[src/rtl/imem_loader.sv]
// Boot-time instruction-memory loader.
// Receives a framed byte stream (sync, 16-bit length, 16-bit words high byte
// first, XOR checksum), writes each word into instruction memory and keeps
// the CPU pipeline held until a good image has been fully written.
module imem_loader #(
    parameter logic [7:0]  SYNC_BYTE = 8'hA5,
    parameter logic [15:0] MAX_WORDS = 16'd1024
) (
    input  logic        clk,
    input  logic        reset,
    input  logic [7:0]  rx_data,
    input  logic        rx_valid,
    output logic        rx_ready,
    input  logic        restart,
    output logic        mem_we,
    output logic [15:0] mem_addr,
    output logic [15:0] mem_wdata,
    output logic        cpu_hold,
    output logic        done,
    output logic        error
);

    typedef enum logic [2:0] {
        SYNC,
        LEN_HI,
        LEN_LO,
        DATA_HI,
        DATA_LO,
        CHECK,
        DONE,
        ERROR
    } state_t;

    state_t      r_state;
    state_t      w_state_next;
    logic [15:0] r_len;
    logic [15:0] r_count;
    logic [7:0]  r_cksum;
    logic [7:0]  r_word_hi;
    logic        r_rx_ready;
    logic        r_mem_we;
    logic [15:0] r_mem_addr;
    logic [15:0] r_mem_wdata;
    logic        r_cpu_hold;
    logic        r_done;
    logic        r_error;

    logic        w_fire;
    logic [15:0] w_len;

    assign w_fire = rx_valid && r_rx_ready;
    // Full length as it stands once the low length byte is on rx_data.
    assign w_len  = {r_len[15:8], rx_data};

    // Next-state decode: advances only on an accepted byte or on restart.
    always_comb begin
        // NOTE: default first so every path assigns w_state_next and no latch is inferred.
        w_state_next = r_state;
        unique case (r_state)
            SYNC:    if (w_fire && rx_data == SYNC_BYTE) w_state_next = LEN_HI;
            LEN_HI:  if (w_fire) w_state_next = LEN_LO;
            LEN_LO: begin
                if (w_fire) begin
                    if (w_len == 16'd0)          w_state_next = CHECK;
                    else if (w_len > MAX_WORDS)  w_state_next = ERROR;
                    else                         w_state_next = DATA_HI;
                end
            end
            DATA_HI: if (w_fire) w_state_next = DATA_LO;
            DATA_LO: begin
                // r_len is non-zero here, so count+1 cannot wrap past it.
                if (w_fire) begin
                    if (r_count + 16'd1 == r_len) w_state_next = CHECK;
                    else                          w_state_next = DATA_HI;
                end
            end
            CHECK: begin
                if (w_fire) w_state_next = (rx_data == r_cksum) ? DONE : ERROR;
            end
            DONE:    if (restart) w_state_next = SYNC;
            ERROR:   if (restart) w_state_next = SYNC;
            default: w_state_next = SYNC;
        endcase
    end

    // State, datapath and registered outputs; outputs are decoded from the
    // next state so they line up with the state register.
    always_ff @(posedge clk) begin
        if (reset) begin
            // NOTE: sync reset clears every register here, including a write strobe set by the same edge.
            r_state     <= SYNC;
            r_len       <= 16'd0;
            r_count     <= 16'd0;
            r_cksum     <= 8'd0;
            r_word_hi   <= 8'd0;
            r_rx_ready  <= 1'b1;
            r_mem_we    <= 1'b0;
            r_mem_addr  <= 16'd0;
            r_mem_wdata <= 16'd0;
            r_cpu_hold  <= 1'b1;
            r_done      <= 1'b0;
            r_error     <= 1'b0;
        end else begin
            // NOTE: non-blocking assignments so every register sees pre-edge values.
            r_state    <= w_state_next;
            r_rx_ready <= (w_state_next != DONE) && (w_state_next != ERROR);
            r_cpu_hold <= (w_state_next != DONE);
            r_done     <= (w_state_next == DONE);
            r_error    <= (w_state_next == ERROR);
            r_mem_we   <= 1'b0;

            unique case (r_state)
                LEN_HI: begin
                    if (w_fire) begin
                        r_len[15:8] <= rx_data;
                        r_cksum     <= r_cksum ^ rx_data;
                    end
                end
                LEN_LO: begin
                    if (w_fire) begin
                        r_len[7:0] <= rx_data;
                        r_cksum    <= r_cksum ^ rx_data;
                    end
                end
                DATA_HI: begin
                    if (w_fire) begin
                        r_word_hi <= rx_data;
                        r_cksum   <= r_cksum ^ rx_data;
                    end
                end
                DATA_LO: begin
                    if (w_fire) begin
                        r_mem_we    <= 1'b1;
                        r_mem_addr  <= r_count;
                        r_mem_wdata <= {r_word_hi, rx_data};
                        r_count     <= r_count + 16'd1;
                        r_cksum     <= r_cksum ^ rx_data;
                    end
                end
                DONE, ERROR: begin
                    if (restart) begin
                        r_len   <= 16'd0;
                        r_count <= 16'd0;
                        r_cksum <= 8'd0;
                    end
                end
                default: ;
            endcase
        end
    end

    assign rx_ready  = r_rx_ready;
    assign mem_we    = r_mem_we;
    assign mem_addr  = r_mem_addr;
    assign mem_wdata = r_mem_wdata;
    assign cpu_hold  = r_cpu_hold;
    assign done      = r_done;
    assign error     = r_error;

endmodule

[config.mk]
export PLATFORM = sky130hd
export DESIGN_NAME = imem_loader
export DESIGN_NICKNAME = d
export VERILOG_FILES = /design/src/rtl/imem_loader.sv
export SDC_FILE = /design/constraint.sdc
export NUM_CORES = 1
export LEC_CHECK = 0
export ABC_CLOCK_PERIOD_IN_PS = 4400
export BUFFER_PORTS_ARGS = -buffer_cell sky130_fd_sc_hd__buf_2
export CAP_MARGIN = 0
export CELL_PAD_IN_SITES_DETAIL_PLACEMENT = 0
export CELL_PAD_IN_SITES_GLOBAL_PLACEMENT = 1
export CORE_UTILIZATION = 35
export CTS_CLUSTER_SIZE = 24
export DETAILED_ROUTE_END_ITERATION = 12
export PLACE_DENSITY_LB_ADDON = 0.1
export SYNTH_ARGS = -nofsm -noshare
export SYNTH_HDL_FRONTEND = slang
export SYNTH_SLANG_ARGS = --single-unit
[constraint.sdc]
create_clock -name clk -period 4.4 [get_ports clk]
set_input_delay 0.88 -clock clk [delete_from_list [all_inputs] [get_ports clk]]
set_output_delay 0.88 -clock clk [all_outputs]
set_load 0.02 [all_outputs]
==> metrics.md, run 1 <==
| Metric | Value |
|---|---|
| Outcome | completed |
| Combinational Power Share | between 2 and 2.5% |
| Sw Ratio | a little over a fifth |
| WP data required | roughly 4.7 ns |
| Bufs on Longest Clock Path | 2 |
| DIE AREA | around 12000 sq um |
| Area growth from synthesis to layout | 14.6% |
| Most frequent cells in the layout | nand2_1, dfxtp_1, a21oi_1 |
| Die height | approximately 110 um |
| Final-stage net count | roughly 570 |
| HPWL after DPL | around 7.2 mm |
| Crit start category | register |
| Resized cells post-CTS | 0 |
| Setup bufs post-CTS | 0 |
| Initial antenna violation count | 0 |
| VDD IR max | approximately 0.18 mV |
| Row cnt | 39 |
| CTS tree | done |
| Post-synth EDFFs | 0 |
| Initial Util | between 30% and 40% |
| Clk slew on worst S/H paths | ~0.060 ns |
| Final Critical Period | about 2.6 ns |
| Root Buffer | clkbuf_16 |
| Hold WC Path Type | reg2reg |
| First-pass GRT wire length | around 17 mm |
| Residual DRC | 0 |
| Post-Synth Adder-Cell Area | 0.306% |
| Pwr dens | about 360 nW/um^2 |
| Fin crit share | between 50% and 60% |
| Register area | between 1500 and 2000 sq um |
| Post-synthesis simple-gate area fraction | between 20% and 30% |
| DRT antenna net count | 0 |
| Syn Inst Count | about 540 |
| Worst setup EP type | register |
| Total gr overflow | 0 |
| Top_reg_cell synth | dfxtp_1 |
| Internal cell power | roughly 1.3 mW |
| CP Max Fanout | 9 |
| Seq/Total Area, Yosys | a little over two fifths |
| Layout fillers | ~1.2k |
| Core ar. | ~11000 sq um |
| Diode count | 0 |
| Sequential share of power | 47.6% |
| IO Count | about 50 |
| 1st-iter DRT viols | between 100 and 150 |
| Slew HR | between 30% and 40% |
| Synthesized area | about 4100 sq um |
| Fin. Hold Viols | 0 |
| Syn. warnings | 0 |
| Post-CTS Hold Fix Bufs | 0 |
| Cell taking the most area after synthesis | dfxtp_1 |
| Post-Route WL | 10.7 mm |
| Achievable Freq | 392 MHz |
| RSZ-0062 raised after global routing | no |
| Non-Filler Instances | roughly 710 |
| Clk_lat worst skew | between 0.3 and 0.4 ns |
| Final Skew | around 0.0095 ns |
| Share of post-route cells with drive strength above 1 | between 10% and 20% |
| Top cell type's share of synthesized area | between 40% and 50% |
| CTS buffer count | 9 |
| Clock Sinks | a little under 90 |
| Final Instance Area | roughly 4700 sq um |
| Final setup viols | 0 |
| Synth Area in Compound Gates | between 15 and 20% |
| Commonest non-fill, non-tap cell in the layout | nand2_1 |
| Vias in the first global route | 3262 |
| Leak | 1.70 nW |
| Cell variety after synth | 43 |
| Footprint of the multi-input gates | ~2100 sq um |
| Die width | 110 um |
| Top cells by area, synth | dfxtp_1, nand2_1, a21oi_1 |
| Setup Crit Path Kind | reg2reg |
| Clock power share | about 50% |
| H-tree depth | 3 |
| Slew Limit Fails | 0 |
| WL/cell | approximately 15 um |
| Switch Pwr | roughly 0.35 mW |
| Arr. time, crit path | 2.84 ns |
| Initial DRT Pass Iterations | 4 |
| Synthesized area per cell | approximately 7.6 sq um |
| Largest net degree at the start of global routing | 55 |
| GRT Resource Usage Total | about a fifth |
| Synth Area in XOR/XNOR | under 10% |
| Vias per inst | ~5.2 |
| Global placement routability congestion | 0.793 |
| Syn Nets | 552 |
| Dpl cell area | around 4400 sq um |
| I/O Buffers | between 40 and 50 |
| MaxCap Viol Count | 0 |
| Mux cell area share after synthesis | less than 1% |
| Cells after DPL | about 690 |
| Synth Register Bits | about 90 |
| Main combinational cell family by area after synthesis | simple AND/OR/NAND/NOR gates |
| Setup TNS | 0 ns |
| Async set-reset flop share out of synthesis | 0% |
| Worst-Margin Slew | 1.03 ns |
| Via count | about 3.7k |
## per-stage QoR
step / total power, mW / hold slack [ns] / worst slack, ns / util, %
after global routing: 1.73 / 0.470 / 1.51 / 41.0
after CTS: 1.70 / 0.453 / 1.84 / 41.0
after global placement: 0.855 / 0.440 / 1.78 / 38.1
after detailed placement: 0.856 / 0.444 / 1.76 / 38.1
final: 1.67 / 0.449 / 1.85 / 41.0
after floorplan: 0.841 / 0.432 / 2.03 / -
## path summary, 6_finish.rpt
kind | start | endpoint | slack [ns] | cells past startpoint
worst max-delay path | r_count[10]$_SDFFE_PP0P_ | r_state[2]$_SDFF_PP0_ | 1.85 | 6
worst min-delay path | mem_addr[15]$_SDFFE_PP0P_ | mem_addr[15]$_SDFFE_PP0P_ | 0.45 | 2
worst max register to register | r_count[10]$_SDFFE_PP0P_ | r_state[2]$_SDFF_PP0_ | 1.85 | 6
worst min register to register | mem_addr[15]$_SDFFE_PP0P_ | mem_addr[15]$_SDFFE_PP0P_ | 0.45 | 2
## critical path: stages, from the launching register on
cell	delay (ns)
dfxtp_1	0.53
nand4_1	0.30
nor4_1	0.59
xnor2_1	0.18
o2111ai_1	0.13
nor4_1	0.52
a31o_2	0.26
## per-layer routing
layer  global-route usage, %  wire [um]
met1                    25.1       5290
met2                    29.8       4840
met3                    3.82        399
met4                    8.48        174
met5                       0          0
## state kept, by name, summed over array words and instances (netlist names)
signal and cells:
r_len 16, r_cksum 8, r_state 3, mem_we 1, r_count 16, mem_wdata 16, r_word_hi 8, rx_ready 1
error 1, cpu_hold 1, mem_addr 16, done 1
## cell families after synthesis
| group | after synthesis |
|---|---|
| fa+ha+maj | 1 |
| mux | 1 |
| xor+xnor | 33 |
| simple gates | 249 |
| flops | 88 |
| buf+inv | 48 |
| compound gates | 119 |
## final cells by class
cell class                 instances  share of cell area, %
clock buffer                      12                   5.27
sequential                        88                   37.7
tap                              143                   3.82
clock inverter                     4                   1.63
timing repair buffer              51                   5.62
inverter                           6                  0.481
multi-input combinational        403                   45.5
## synth_stat cells, drive strengths merged, types with 3 or more instances
library cell and instances:
xnor2 19, nor2b 3, nand4 5, inv 5, nand2 111, and2 3
xor2 14, buf 11, dfxtp 88, o21ai 27, nand2b 5, and3 3
nand3b 10, nor2 38, or2 3, nor4 10, nand3 35, nor3 17
a21oi 79, clkbuf 31
## power groups by stage
stage | registers (mW) | clock network (mW) | logic (mW)
global route | 0.796 | 0.887 | 0.0449
global placement | 0.815 | 0 | 0.0409
finish | 0.797 | 0.836 | 0.0408
CTS | 0.796 | 0.858 | 0.0415
floorplan | 0.814 | 0 | 0.0269
detailed placement | 0.815 | 0 | 0.0414
Power figures use the tool's default switching activity.
==> inputs of run 2 (changes only) <==
--- a/config.mk
+++ b/config.mk
@@ -5,7 +5,8 @@
 export SDC_FILE = /design/constraint.sdc
 export NUM_CORES = 1
 export LEC_CHECK = 0
-export ABC_CLOCK_PERIOD_IN_PS = 4400
+export ABC_AREA = 1
+export ABC_CLOCK_PERIOD_IN_PS = 2500
 export BUFFER_PORTS_ARGS = -buffer_cell sky130_fd_sc_hd__buf_2
 export CAP_MARGIN = 0
 export CELL_PAD_IN_SITES_DETAIL_PLACEMENT = 0
==> constraint.sdc (replaced) <==
create_clock -name clk -period 2.5 [get_ports clk]
set_input_delay 0.5 -clock clk [delete_from_list [all_inputs] [get_ports clk]]
set_output_delay 0.5 -clock clk [all_outputs]
set_load 0.02 [all_outputs]
==> run 2 against run 1 <==
  * Sequential cell count unchanged
  * Area after synthesis is 1.3% lower
  * Sequential power up 76%
  * Critical path depth up 9
==> metrics.md, run 2 <==
| Metric | Value |
|---|---|
| Clk slew on worst S/H paths | roughly 0.070 ns |
| Leak | ~2 nW |
| Row cnt | 38 |
| Clk_lat worst skew | between 0.3 and 0.4 ns |
| End of the worst hold path | r_count[1]$_SDFFE_PP0P_ |
| Pwr dens | between 600 and 700 nW/um^2 |
| Cell Chain, Critical Path | ha_1, nand2_2, nor2_4, nand3_1, nand3_1, nand2_1, nor2_1, nand3_1, nor2_1, nand2_1, nand2_1, nand2_1, nand2_2, nand2_2, nor2_1 |
| Top cell type's share of synthesized area | approximately 44% |
| Worst setup EP type | register |
| Syn. warnings | 0 |
| GRT Resource Usage Total | roughly 21% |
| Critical path buffer and inverter count | 0 |
| Worst path slowest cell | dfxtp_1 |
| Initial Util | approximately 37% |
| CTS tree | done |
| Die width | roughly 110 um |
| Core ar. | roughly 11000 sq um |
| Root Buffer | clkbuf_16 |
| Outcome | completed |
| Seq/Total Area, Yosys | 43.7% |
| Residual DRC | 0 |
| VDD IR max | approximately 0.51 mV |
| Commonest non-fill, non-tap cell in the layout | nand2_1 |
| Diode count | 0 |
| Post-Route WL | about 11 mm |
| Post-synth EDFFs | 0 |
| Fin crit share | between 80% and 90% |
| HP Start | reset |
| Clock power share | 50.7% |
| Vias in the first global route | approximately 3.6k |
| H-tree depth | 3 |
| Clock Sinks | between 80 and 90 |
| Slew HR | between 50% and 60% |
| Synthesized area | about 4000 sq um |
| Largest net degree at the start of global routing | 59 |
| DRT antenna net count | 0 |
| I/O Buffers | 48 |
| Slew Limit Fails | 0 |
| Slowest cell delay on critical path | 0.41 ns |
| WL/cell | between 15 and 20 um |
| Internal cell power | between 2 and 2.5 mW |
| Hold WC Path Type | in2reg |
| CP Max Fanout | 7 |
| Top_reg_cell synth | dfxtp_1 |
| 1st-iter DRT viols | 192 |
| R2R setup slack | approximately 0.32 ns |
| Area growth from synthesis to layout | 19.4% |
| Crit start category | register |
| FF-to-FF Start | r_count[1]$_SDFFE_PP0P_ |
| Fin. Hold Viols | 0 |
| Sequential share of power | between 40 and 50% |
| CTS buffer count | 9 |
| Synth Register Bits | between 80 and 90 |
| Crit-path leading delay family | simple AND/OR/NAND/NOR gates |
| Final-stage net count | between 600 and 700 |
| Bufs on Longest Clock Path | 2 |
| Worst slack at placement | ~0.25 ns |
| Sw Ratio | around 23% |
| WP data required | between 2 and 3 ns |
| Combinational Power Share | 2.7% |
| Vias per inst | 4.99 |
| Top-count cell post-synth | nand2_1 |
| IO Count | 49 |
| Top cells by area, synth | dfxtp_1, nand2_1, a21oi_1 |
| Most common cell on crit path | nand2_1 |
| Achievable Freq | around 460 MHz |
| Syn Nets | 560 |
| Post-CTS Hold Fix Bufs | 0 |
| R2R Path End | error$_SDFF_PP0_ |
| Async set-reset flop share out of synthesis | 0% |
| Final setup viols | 0 |
| Global placement routability congestion | 0.946 |
| Initial antenna violation count | 0 |
| Switch Pwr | around 0.7 mW |
| Worst-Margin Slew | approximately 0.7 ns |
| Cell taking the most area after synthesis | dfxtp_1 |
| RSZ-0062 raised after global routing | no |
| Final Critical Period | 2.18 ns |
| Cell variety after synth | 35 |
| Setup Crit Path Kind | reg2reg |
| Share of post-route cells with drive strength above 1 | 16.9% |
| Syn Inst Count | 547 |
| Layout fillers | ~1.2k |
| Initial DRT Pass Iterations | 4 |
| DIE AREA | 12000 sq um |
| Arr. time, crit path | around 2.5 ns |
| Die height | 109 um |
| Total gr overflow | 0 |
| Most frequent cells in the layout | nand2_1, dfxtp_1, a21oi_1 |
| Synthesized area per cell | roughly 7.4 sq um |
| Reg2Reg Depth | 15 |
| Post-synth top cells | nand2_1, dfxtp_1, a21oi_1, nand3_1, inv_1 |
| Setup TNS | 0 ns |
| HPWL after DPL | about 8.5 mm |
| Hold Path Depth | 2 |
| First-pass GRT wire length | 18.3 mm |
| Via count | 3712 |
| MaxCap Viol Count | 0 |
| Final Skew | just under 0.01 ns |
| Post-route setup slack | between 0.3 and 0.4 ns |
-- run 2: changes by cell type in the layout (fill, tap and decap cells not counted), moves of 7 or more --
cell      before  now
nand3_1       34   54
nor3_1        16    7
a21oi_1       79   68
o21ai_0       26   45
nand2_2        0    8
nor2_1        38   30
nand3b_1      10    2
inv_1          5   46
xor2_1        14    7
buf_4          3   11
nor4_1         9    1
xnor2_1       19    5
-- run 2: worst max path at each step --
stage          slack, ns                     from  depth (start not counted)                   to
2_1_floorplan       0.66  r_count[0]$_SDFFE_PP0P_                         14     error$_SDFF_PP0_
3_3_place_gp        0.26  r_count[0]$_SDFFE_PP0P_                         14  cpu_hold$_SDFF_PP1_
3_5_place_dp        0.25  r_count[0]$_SDFFE_PP0P_                         15     error$_SDFF_PP0_
4_1_cts             0.22  r_count[0]$_SDFFE_PP0P_                         15     error$_SDFF_PP0_
5_1_grt             0.03  r_count[1]$_SDFFE_PP0P_                         15     error$_SDFF_PP0_
6_report            0.32  r_count[1]$_SDFFE_PP0P_                         15     error$_SDFF_PP0_
-- run 2: area by class of cell --
type                    count  area (sq um)  area share, %
clock buffers               9           225           4.68
well taps                 140           175           3.64
inverters                  52           195           4.06
repair buffers             60           343           7.12
clock inverters             7           109           2.26
multi-input cells         388          2000           41.6
flip-flops and latches     88          1760           36.6
-- run 2: metal layers --
layer / share of wire (%) / up-vias / GRT usage (%)
li1: - / 1945 / -
met1: 48 / 1671 / 25.7
met2: 47 / 81 / 34.5
met3: 3.4 / 15 / 5.28
met4: 1.6 / 0 / 7.24
met5: 0 / - / 0
-- run 2: logic make-up (layout without fill, tap and decap cells) --
family	Yosys count	in the layout	synth area share, %
DFF	88	88	43.7
AOI/OAI and AO/OA	134	134	18.3
and+or+nand+nor	239	239	27.3
adders and majority gates	1	1	0.310
xor gates and xnor gates	14	14	3.72
buffers and inverters	71	128	6.64
-- run 2: through the flow --
| stage | power, mW | cell area, sq um | util, % | hold slack (ns) | instances |
|---|---|---|---|---|---|
| after global placement | 1.52 | 4480 | 40.6 | 0.454 | 728 |
| after global routing | 3.11 | 4810 | 43.6 | 0.462 | 744 |
| after floorplan | 1.48 | 4030 | - | 0.438 | 547 |
| after detailed placement | 1.52 | 4480 | 40.6 | 0.455 | 728 |
| final | 3.01 | 4810 | 43.6 | 0.450 | 744 |
| after CTS | 3.06 | 4810 | 43.6 | 0.452 | 744 |
-- run 2: what timing repair did --
| action | 4_1_cts | 5_1_grt |
|---|---|---|
| setup buffers | 0 | 0 |
| resized for setup | 0 | 1 |
| setup endpoints to repair | 0 | 3 |
-- run 2: power groups by stage --
stage	clock network, mW	logic (mW)	registers [mW]
floorplan	0	0.0417	1.44
global placement	0	0.0790	1.44
detailed placement	0	0.0801	1.44
CTS	1.57	0.0803	1.40
global route	1.62	0.0884	1.40
finish	1.53	0.0807	1.40
